[src/rtl/btb_pkg.sv]
// Shared types and helpers for the branch target buffer: 2-bit direction
// counter encoding, its training rule and the fresh-allocation value.
package btb_pkg;

  typedef enum logic [1:0] {
    CTR_SNT = 2'b00,  // strong not taken
    CTR_WNT = 2'b01,  // weak not taken
    CTR_WT  = 2'b10,  // weak taken
    CTR_ST  = 2'b11   // strong taken
  } ctr_e;

  // Direction prediction carried by a counter value.
  function automatic logic ctr_predict(input ctr_e ctr);
    return (ctr == CTR_WT) || (ctr == CTR_ST);
  endfunction

  // Training step for an existing entry. A jump always saturates to strong
  // taken. Taken from weak NT goes straight to strong T, and not taken from
  // anything but strong T collapses to strong NT.
  function automatic ctr_e ctr_next(input ctr_e ctr, input logic taken, input logic jump);
    ctr_e nxt;
    nxt = ctr;
    if (jump) begin
      nxt = CTR_ST;
    end else if (taken) begin
      case (ctr)
        CTR_SNT: nxt = CTR_WNT;
        default: nxt = CTR_ST;
      endcase
    end else begin
      case (ctr)
        CTR_ST:  nxt = CTR_WT;
        default: nxt = CTR_SNT;
      endcase
    end
    return nxt;
  endfunction

  // Counter value written into a freshly allocated entry.
  function automatic ctr_e ctr_init(input logic taken, input logic jump);
    ctr_e init;
    if (jump)       init = CTR_ST;
    else if (taken) init = CTR_WT;
    else            init = CTR_WNT;
    return init;
  endfunction

endpackage

[src/rtl/btb_entry.sv]
// One BTB entry: valid, full-PC tag, target, direction counter and LRU age.
// The top broadcasts the update and tells each entry its role (hit, allocate,
// victim); the entry works out its own next state from that.
module btb_entry
  import btb_pkg::*;
#(
  parameter int unsigned ADDR_W = 32,
  parameter int unsigned AGE_W  = 3
) (
  input  logic              clk,
  input  logic              rst,
  input  logic              flush_i,
  input  logic              upd_en_i,      // update accepted this cycle (not flushed)
  input  logic              upd_hit_i,     // update PC matched some entry
  input  logic              hit_sel_i,     // this entry is the matching one
  input  logic              alloc_sel_i,   // this entry is the lowest free slot
  input  logic              victim_sel_i,  // this entry is the LRU victim
  input  logic              upd_taken_i,   // effective direction (jump folded in)
  input  logic              upd_jump_i,
  input  logic [ADDR_W-1:0] upd_pc_i,
  input  logic [ADDR_W-1:0] upd_target_i,
  input  logic [AGE_W-1:0]  ref_age_i,     // age of the hit entry before update
  output logic              valid_o,
  output logic [ADDR_W-1:0] tag_o,
  output logic [ADDR_W-1:0] target_o,
  output ctr_e              ctr_o,
  output logic [AGE_W-1:0]  age_o
);

  typedef struct packed {
    logic              valid;
    logic [ADDR_W-1:0] tag;
    logic [ADDR_W-1:0] target;
    ctr_e              ctr;
    logic [AGE_W-1:0]  age;
  } entry_t;

  entry_t entry_q, entry_d;

  // Next-state: flush, then train-on-hit, age shuffle, or (re)allocation.
  always_comb begin
    // NOTE: start from the held value so every path assigns entry_d; no latch.
    entry_d = entry_q;
    if (flush_i) begin
      entry_d.valid = 1'b0;
      entry_d.age   = '0;
    end else if (upd_en_i) begin
      if (upd_hit_i) begin
        if (hit_sel_i) begin
          entry_d.ctr = ctr_next(entry_q.ctr, upd_taken_i, upd_jump_i);
          if (upd_taken_i) entry_d.target = upd_target_i;
          entry_d.age = '0;
        end else if (entry_q.valid && (entry_q.age < ref_age_i)) begin
          entry_d.age = entry_q.age + AGE_W'(1);
        end
      end else if (alloc_sel_i || victim_sel_i) begin
        entry_d.valid  = 1'b1;
        entry_d.tag    = upd_pc_i;
        entry_d.target = upd_target_i;
        entry_d.ctr    = ctr_init(upd_taken_i, upd_jump_i);
        entry_d.age    = '0;
      end else if (entry_q.valid) begin
        entry_d.age = entry_q.age + AGE_W'(1);
      end
    end
  end

  // Entry state register with asynchronous clear.
  always_ff @(posedge clk or posedge rst) begin
    if (rst) begin
      // NOTE: every field is cleared, not just valid, so the lookup mux and
      // the statistics never see X from an entry that was never written.
      entry_q <= '0;
    end else begin
      // NOTE: non-blocking so all entries sample the same pre-update ages.
      entry_q <= entry_d;
    end
  end

  assign valid_o  = entry_q.valid;
  assign tag_o    = entry_q.tag;
  assign target_o = entry_q.target;
  assign ctr_o    = entry_q.ctr;
  assign age_o    = entry_q.age;

endmodule

[src/rtl/btb_lru_cache.sv]
// Fully associative branch target buffer with exact-age LRU replacement.
// Lookup is combinational on the registered entries; updates from execute
// land on the next edge. Saturating lookup/hit/mispredict statistics.
module btb_lru_cache
  import btb_pkg::*;
#(
  parameter int unsigned DEPTH  = 8,
  parameter int unsigned ADDR_W = 32,
  parameter int unsigned CNT_W  = 16,
  parameter int unsigned AGE_W  = $clog2(DEPTH)
) (
  input  logic              clk,
  input  logic              rst,
  input  logic              flush,
  input  logic [ADDR_W-1:0] lk_pc,
  input  logic              lk_valid,
  output logic              pred_hit,
  output logic              pred_taken,
  output logic [ADDR_W-1:0] pred_target,
  input  logic              upd_valid,
  input  logic [ADDR_W-1:0] upd_pc,
  input  logic              upd_taken,
  input  logic              upd_jump,
  input  logic [ADDR_W-1:0] upd_target,
  output logic [CNT_W-1:0]  stat_lookups,
  output logic [CNT_W-1:0]  stat_hits,
  output logic [CNT_W-1:0]  stat_mispred
);

  logic [DEPTH-1:0]  valid;
  logic [ADDR_W-1:0] tag    [DEPTH];
  logic [ADDR_W-1:0] target [DEPTH];
  ctr_e              ctr    [DEPTH];
  logic [AGE_W-1:0]  age    [DEPTH];

  logic [DEPTH-1:0]  lk_match, upd_match, alloc_sel, victim_sel;
  logic [AGE_W-1:0]  lk_idx, upd_idx, free_idx, ref_age;
  logic              lk_hit, upd_hit, full, upd_en, taken_eff, mispredict;

  logic [CNT_W-1:0]  lookups_q, lookups_d;
  logic [CNT_W-1:0]  hits_q, hits_d;
  logic [CNT_W-1:0]  mispred_q, mispred_d;

  // Matches are guaranteed one-hot at most, so OR-ing indices encodes them.
  function automatic logic [AGE_W-1:0] onehot_to_idx(input logic [DEPTH-1:0] oh);
    logic [AGE_W-1:0] idx;
    idx = '0;
    for (int i = 0; i < DEPTH; i++) begin
      if (oh[i]) idx = idx | AGE_W'(i);
    end
    return idx;
  endfunction

  function automatic logic [CNT_W-1:0] sat_inc(input logic [CNT_W-1:0] v, input logic en);
    return (en && (v != '1)) ? v + CNT_W'(1) : v;
  endfunction

  // Tag compare for both the fetch lookup and the execute update.
  always_comb begin
    for (int i = 0; i < DEPTH; i++) begin
      lk_match[i]  = valid[i] && (tag[i] == lk_pc);
      upd_match[i] = valid[i] && (tag[i] == upd_pc);
    end
  end

  // Lowest-index invalid entry; full when every entry is valid.
  always_comb begin
    free_idx = '0;
    for (int i = DEPTH - 1; i >= 0; i--) begin
      if (!valid[i]) free_idx = AGE_W'(i);
    end
  end

  assign full = &valid;

  // Per-entry role selects for a missing update.
  always_comb begin
    for (int i = 0; i < DEPTH; i++) begin
      alloc_sel[i]  = !full && (free_idx == AGE_W'(i));
      victim_sel[i] = full && (age[i] == AGE_W'(DEPTH - 1));
    end
  end

  // Fetch-side prediction from the registered entries.
  always_comb begin
    lk_hit      = |lk_match;
    lk_idx      = onehot_to_idx(lk_match);
    pred_hit    = lk_hit;
    pred_taken  = lk_hit && ctr_predict(ctr[lk_idx]);
    pred_target = lk_hit ? target[lk_idx] : '0;
  end

  // Execute-side hit, reference age and mispredict on pre-update state.
  always_comb begin
    upd_hit   = |upd_match;
    upd_idx   = onehot_to_idx(upd_match);
    ref_age   = age[upd_idx];
    taken_eff = upd_taken || upd_jump;
    upd_en    = upd_valid && !flush;
    if (upd_hit) begin
      mispredict = (ctr_predict(ctr[upd_idx]) != taken_eff) ||
                   (taken_eff && (target[upd_idx] != upd_target));
    end else begin
      mispredict = taken_eff;
    end
  end

  for (genvar g = 0; g < DEPTH; g++) begin : g_entry
    btb_entry #(
      .ADDR_W (ADDR_W),
      .AGE_W  (AGE_W)
    ) u_entry (
      .clk          (clk),
      .rst          (rst),
      .flush_i      (flush),
      .upd_en_i     (upd_en),
      .upd_hit_i    (upd_hit),
      .hit_sel_i    (upd_match[g]),
      .alloc_sel_i  (alloc_sel[g]),
      .victim_sel_i (victim_sel[g]),
      .upd_taken_i  (taken_eff),
      .upd_jump_i   (upd_jump),
      .upd_pc_i     (upd_pc),
      .upd_target_i (upd_target),
      .ref_age_i    (ref_age),
      .valid_o      (valid[g]),
      .tag_o        (tag[g]),
      .target_o     (target[g]),
      .ctr_o        (ctr[g]),
      .age_o        (age[g])
    );
  end

  // Saturating statistics next-state. A resolved branch counts toward
  // mispredicts even when a flush drops its allocation.
  always_comb begin
    lookups_d = sat_inc(lookups_q, lk_valid);
    hits_d    = sat_inc(hits_q, lk_valid && lk_hit);
    mispred_d = sat_inc(mispred_q, upd_valid && mispredict);
  end

  // Statistics registers; cleared only by reset.
  always_ff @(posedge clk or posedge rst) begin
    if (rst) begin
      lookups_q <= '0;
      hits_q    <= '0;
      mispred_q <= '0;
    end else begin
      lookups_q <= lookups_d;
      hits_q    <= hits_d;
      mispred_q <= mispred_d;
    end
  end

  assign stat_lookups = lookups_q;
  assign stat_hits    = hits_q;
  assign stat_mispred = mispred_q;

  a_lk_onehot:  assert property (@(posedge clk) disable iff (rst) $onehot0(lk_match));
  a_upd_onehot: assert property (@(posedge clk) disable iff (rst) $onehot0(upd_match));

endmodule

[config.mk]
export PLATFORM = sky130hd
export DESIGN_NAME = btb_lru_cache
export DESIGN_NICKNAME = d
export VERILOG_FILES = /design/src/rtl/btb_pkg.sv /design/src/rtl/btb_entry.sv /design/src/rtl/btb_lru_cache.sv
export SDC_FILE = /design/constraint.sdc
export NUM_CORES = 2
export LEC_CHECK = 0
export CORE_ASPECT_RATIO = 1.2
export CORE_MARGIN = 2
export CORE_UTILIZATION = 30
export CTS_CLUSTER_DIAMETER = 60
export CTS_CLUSTER_SIZE = 30
export DETAILED_ROUTE_END_ITERATION = 7
export PLACE_DENSITY = 0.42
export SYNTH_ARGS = -nofsm -noshare
export SYNTH_HDL_FRONTEND = slang
export SYNTH_SLANG_ARGS = --single-unit
[constraint.sdc]
create_clock -name clk -period 23.4 [get_ports clk]
set_clock_uncertainty 0.05 [all_clocks]
set_input_delay 4.68 -clock clk [delete_from_list [all_inputs] [get_ports clk]]
set_output_delay 4.68 -clock clk [all_outputs]
set_load 0.02 [all_outputs]
# == After elaboration in Yosys (flattened, before gate mapping) ==
# Index checks and enable logic that the tools add are counted.
# totals
elab_cells,435
reg_bits,608
out_inout_bits,82
inputBits,103
# op_classes
magnitude_cmp,10
add_sub_neg,11
eq_ne,66
mux,162
bitwise,4
n_reduce_logical,139
# ops
op,n
$mux 70,8
$mux 67,8
$eq 32x32->1,16
$mux 37,8
$mux 34,8
$mux 33,8
$bmux 32 s3,2
$mux 32,6
$mux 3,58
$mux 2,42
$reduce_and 4->1,16
$add 16x1->16 const B,3
$logic_and 1x1->1,48
$ne 16x16->1 const B,3
$reduce_and 3->1,16
$reduce_and 5->1,8
$eq 3x3->1 const B,12
$reduce_bool 2->1,17
$ne 32x32->1,1
$reduce_bool 4->1,8
$ne 4x2->1 const B,7
$add 3x1->3 const B,8
$eq 2x2->1 const B,12
$lt 3x3->1,8
18 further kinds,61

# == Longest topological paths before layout ==
# depth
depth_word,20
mapped_depth,22
depth_no_buf,16

# == Hierarchy ==
# Synthesis repeated with hierarchy kept, for this count alone.
# unflattened
hier_cells,3991
hier_area_um2,37883.8
# modules_own_cells
module,n_inst,cells_per_inst,seq_area_each_um2,area_each_um2
btb_entry,8,260,1751.7,2880.3
btb_lru_cache,1,1911,1201.2,14841.7

# == Worst setup path after synthesis ==
# No wires, ideal clock.
# synth_path
kind,input to output
start,in lk_pc[20]
end,out pred_taken
t_required_ns,18.670
stages,13
setup_slack_ns,10.491
path_buffers,4
arrival_ns,8.179
path_cell_list,clkbuf_1 -> xor2_1 -> or4_1 -> or4_1 -> or4b_2 -> nand4_1 -> clkbuf_1 -> buf_2 -> buf_2 -> a21oi_1 -> a211oi_1 -> a21oi_1 -> nor2_1
# synth_via
elab_chain_cells,16
elab_cells_between_ends,32
cone_classes,eq/ne: 10; mux: 10; bitwise: 1; reduce/logical: 11
# synth_rtl
element,line,text
"start, declared",btb_lru_cache.sv:15,"input logic [ADDR_W-1:0] lk_pc,"
$eq 32x32->1,btb_lru_cache.sv:61,lk_match[i] = valid[i] && (tag[i] == lk_pc);
$logic_and 1x1->1,btb_lru_cache.sv:61,
$mux 1,btb_lru_cache.sv:49,if (oh[i]) idx = idx | AGE_W'(i);
$mux 2 (2 in series),btb_lru_cache.sv:49,
$mux 3 (4 in series),btb_lru_cache.sv:49,
$not 3->4 (implied by the code),btb_lru_cache.sv:89,pred_taken = lk_hit && ctr_predict(ctr[lk_idx]);
$bmux 2 s3,btb_lru_cache.sv:89,
$mux 2 (implied by the code) (2 in series),btb_lru_cache.sv:89,
$eq 2x2->1,btb_pkg.sv:14,return (ctr == CTR_WT) || (ctr == CTR_ST);
$logic_or 1x1->1,btb_pkg.sv:14,
$logic_and 1x1->1 *,btb_lru_cache.sv:89,
"end, declared",btb_lru_cache.sv:18,"output logic pred_taken,"
# Every way passes the cells marked *; elsewhere a longest branch is shown, timed or not. The select of a mux whose other input is x is not followed.

# == Worst setup path in the final report ==
# layout_path
start,in lk_pc[19]
end,out pred_target[29]
# layout_via
elab_chain_cells,14
elab_cells_between_ends,29
cone_classes,eq/ne: 8; mux: 11; bitwise: 1; reduce/logical: 9
# layout_rtl
element,line,text
$eq 32x32->1,btb_lru_cache.sv:61,
$logic_and 1x1->1,btb_lru_cache.sv:61,
$mux 1,btb_lru_cache.sv:49,
$mux 2 (2 in series),btb_lru_cache.sv:49,
$mux 3 (4 in series),btb_lru_cache.sv:49,
$not 3->4 (implied by the code),btb_lru_cache.sv:90,pred_target = lk_hit ? target[lk_idx] : '0;
$bmux 32 s3,btb_lru_cache.sv:90,
$mux 32 (implied by the code) (2 in series),btb_lru_cache.sv:90,
$mux 32 *,btb_lru_cache.sv:90,
"end, declared",btb_lru_cache.sv:19,"output logic [ADDR_W-1:0] pred_target,"
# Marked as above.

==> results.json <==
{
  "status": "finished clean",
  "cts_setup_buffers": 0,
  "multiInputGateArea_um2": 20400,
  "dieArea_um2": 126000,
  "power.share.clock": 0.434,
  "vias": 28600,
  "root_buffer": "clkbuf_16",
  "maxSlewViolCount": 0,
  "regArea_um2": 15200,
  "p_int_uw": 2210,
  "startpoint": "lk_pc[19]",
  "worstRegToRegCells": 14,
  "routed.top_layer": "met5",
  "rsz0062_at_grt": "no",
  "vdd_ir_drop_max_mv": 0.0543,
  "cts_buffer_depth": 3,
  "core-area_um2": 123000,
  "timing.rr.start": "g_entry[7].u_entry.tag_o[2]$_DFFE_PP0P_",
  "min_to": "stat_lookups[7]$_DFFE_PP0P_",
  "clk_pin_slew_worst_paths_ns": 0.06,
  "power.density_nw_per_um2": 74.0,
  "met1_length_mm": 61.4,
  "first_pass_iters": 8,
  "pwr-share-comb": 0.170,
  "synth_area_um2": 37100,
  "hold_path.class": "reg2reg",
  "grt_max_degree": 157,
  "drtIter0Drc": 1790,
  "drt_wl_total_mm": 144,
  "cts_buffers": 82,
  "grt_pass1_vias": 29500,
  "worst_slew_pin_slew_ns": 1.22,
  "setup_viol": 0,
  "post-route-period-util": 0.654,
  "r2r_slack_ns": 16.55,
  "hold_start": "stat_lookups[7]$_DFFE_PP0P_",
  "io_pins": 185,
  "drv_cap": 0,
  "io_buffers": 184,
  "reg2reg_to": "stat_mispred[1]$_DFFE_PP0P_",
  "cts-hold-fix-buffers": 0,
  "track_usage": 0.226,
  "start_util": 0.302,
  "ys_seq_elements": 608,
  "syn_to_final_growth_pct": 17.0,
  "wl_per_cell_um": 25.6,
  "clk_latency_ns": 0.70,
  "worstSetupStartpointType": "primary input",
  "yosysWarnings": 0,
  "route.detailed.drc": 0,
  "final_antenna_net_count": 0,
  "htree_num_levels": 3,
  "synth_cell_types": 77,
  "fmax_ghz": 0.0654,
  "cp_max_fo": 58,
  "finalHoldViolCount": 0,
  "route.met2.wl_mm": 71.6,
  "fin_crit_ns": 15.30,
  "synth_cells": 3858,
  "async_reset_ff_frac": 1.00,
  "via_per_inst": 5.09,
  "ctsResizeCount": 0,
  "grt.overflow.total": 0,
  "syn_nets": 3996,
  "arrival_ns": 10.57,
  "max_slew_margin": 0.187,
  "grt_pass1_wl_mm": 211,
  "place.gp.congestion": 0.882,
  "netSwitchingPower_uw": 1000,
  "cts_tree": "yes",
  "wl_met3_mm": 5.56,
  "synth_edf_count": 0,
  "worstPathRequired_ns": 18.67,
  "p_total_uw": 3210,
  "p_sw_frac": 0.312,
  "synth_flop_cell": "dfrtp_1",
  "hold_depth": 1,
  "cts.sinks": 608,
  "yosysSeqAreaShare": 0.410,
  "p_seq_frac": 0.396,
  "num_rows": 141,
  "utilization": 0.353,
  "nets": 4047,
  "die_y_um": 389,
  "drive_gt1_frac": 0.159,
  "num_antenna_cells": 0,
  "syn_avg_cell_area_um2": 9.61,
  "fin_tns_setup_ns": 0,
  "antenna_found_initial": 6,
  "dieWidth_um": 325,
  "p_leak_uw": 0.0175,
  "cp-end-kind": "primary output",
  "crit_type": "in2out",
  "num-fill-cells": 12600,
  "place_hpwl_mm": 91.3
}
==> registers in the layout (all words and copies together), names as in the netlist <==
signal,cells
stat_lookups,16
stat_hits,16
g_entry.u_entry.valid_o,8
g_entry.u_entry.target_o,256
g_entry.u_entry.ctr_o,16
g_entry.u_entry.tag_o,256
g_entry.u_entry.age_o,24
stat_mispred,16
==> power by group through the flow <==
stage	sequential (uW)	clock [uW]	combinational (uW)
3_3_place_gp	1290	0	548
2_1_floorplan	1260	0	367
4_1_cts	1270	1430	551
6_report	1270	1390	547
5_1_grt	1280	1470	598
3_5_place_dp	1290	0	548
==> cell type report <==
cell class / instances / share of cell area
Multi-Input combinational cell: 2907 / 0.470
Sequential cell: 608 / 0.351
Timing Repair Buffer: 287 / 0.0609
Clock buffer: 93 / 0.0511
Tap cell: 1644 / 0.0474
Clock inverter: 60 / 0.0181
Inverter: 23 / 0.00216
==> cell families after synthesis <==
group / Yosys count / share of synthesized area
AO/OA/AOI/OAI: 549 / 0.0864
XOR/XNOR: 586 / 0.138
adder cells (fa/ha/maj): 35 / 0.0118
buffers and inverters: 343 / 0.0434
flip-flops: 608 / 0.410
multiplexers: 567 / 0.164
AND/OR/NAND/NOR: 1170 / 0.145
==> worst max-delay path by stage <==
stage	end	slack [ns]	cells past startpoint
finish	pred_target[29]	8.10	15
global route	pred_target[22]	7.87	15
CTS	pred_target[29]	8.14	15
detailed placement	pred_target[29]	8.13	15
global placement	pred_target[29]	8.20	15
floorplan	g_entry[0].u_entry.age_o[0]$_DFFE_PP0P_	1.65	1
==> cells in the mapped netlist, drive strengths merged, types with 5 or more instances <==
library cell	number	area, um2
nand4	94	637
a21oi	105	541
or3	5	31.3
a211oi	40	305
nor2	168	638
mux2	337	3790
inv	23	86.3
clkbuf	207	785
nand2	638	2390
or4	15	116
nand3	53	265
buf	113	739
and4b	6	60.1
o21ai	310	1550
nand2b	23	144
a221oi	19	210
xor2	292	2560
nor4	78	494
o21a	6	45.0
or4b	5	50.1
a21o	7	52.6
a22oi	17	128
nand3b	8	60.1
a22o	20	175
dfrtp	608	15200
xnor2	294	2570
and3	25	156
ha	35	438
nor3	28	140
mux2i	230	2300
==> metal layers <==
layer / track usage / up-vias
met5: 0 / -
met4: 0.0891 / 8
met3: 0.0301 / 261
met2: 0.394 / 672
met1: 0.282 / 14300
li1: - / 13400
==> through the flow <==
stage / cells / hold WS, ns / setup WS [ns] / cell area (um2)
finish: 5622 / 0.434 / 8.10 / 43400
detailed placement: 5469 / 0.425 / 8.13 / 40400
floorplan: 3858 / 0.400 / 1.65 / 37100
CTS: 5622 / 0.438 / 8.14 / 43400
global placement: 5469 / 0.420 / 8.20 / 40400
global route: 5622 / 0.463 / 7.87 / 43400
==> worst max-delay path, stage by stage <==
cell and delay, ns:
clkdlybuf4s50_1 1.03, xor2_1 0.18, nor4_1 0.35, nand3_1 0.10
or4_1 0.46, or4b_2 0.68, nand4_1 0.13, buf_4 0.42
buf_4 0.80, mux2_2 0.41, nor2_1 0.08, a21oi_1 0.06
a21oi_1 0.43, nor2_1 0.08, clkdlybuf4s50_1 0.57
==> placed cells by master (no fill, tap or decap), drive strengths merged, types with 10 or more instances in the layout <==
master         count
nand4             94
xor2             292
a21oi            105
nor2             168
ha                35
clkinvlp          10
xnor2            294
nor4              78
mux2             337
or4               15
clkinv            17
a211oi            40
inv               47
clkbuf            93
a22oi             17
nand2            638
a221oi            19
nand3             53
clkdlybuf4s50    184
o21ai            310
nor3              28
dfrtp            608
a22o              20
mux2i            230
nand2b            23
and3              25
buf              103
Power figures use the tool's default switching activity.
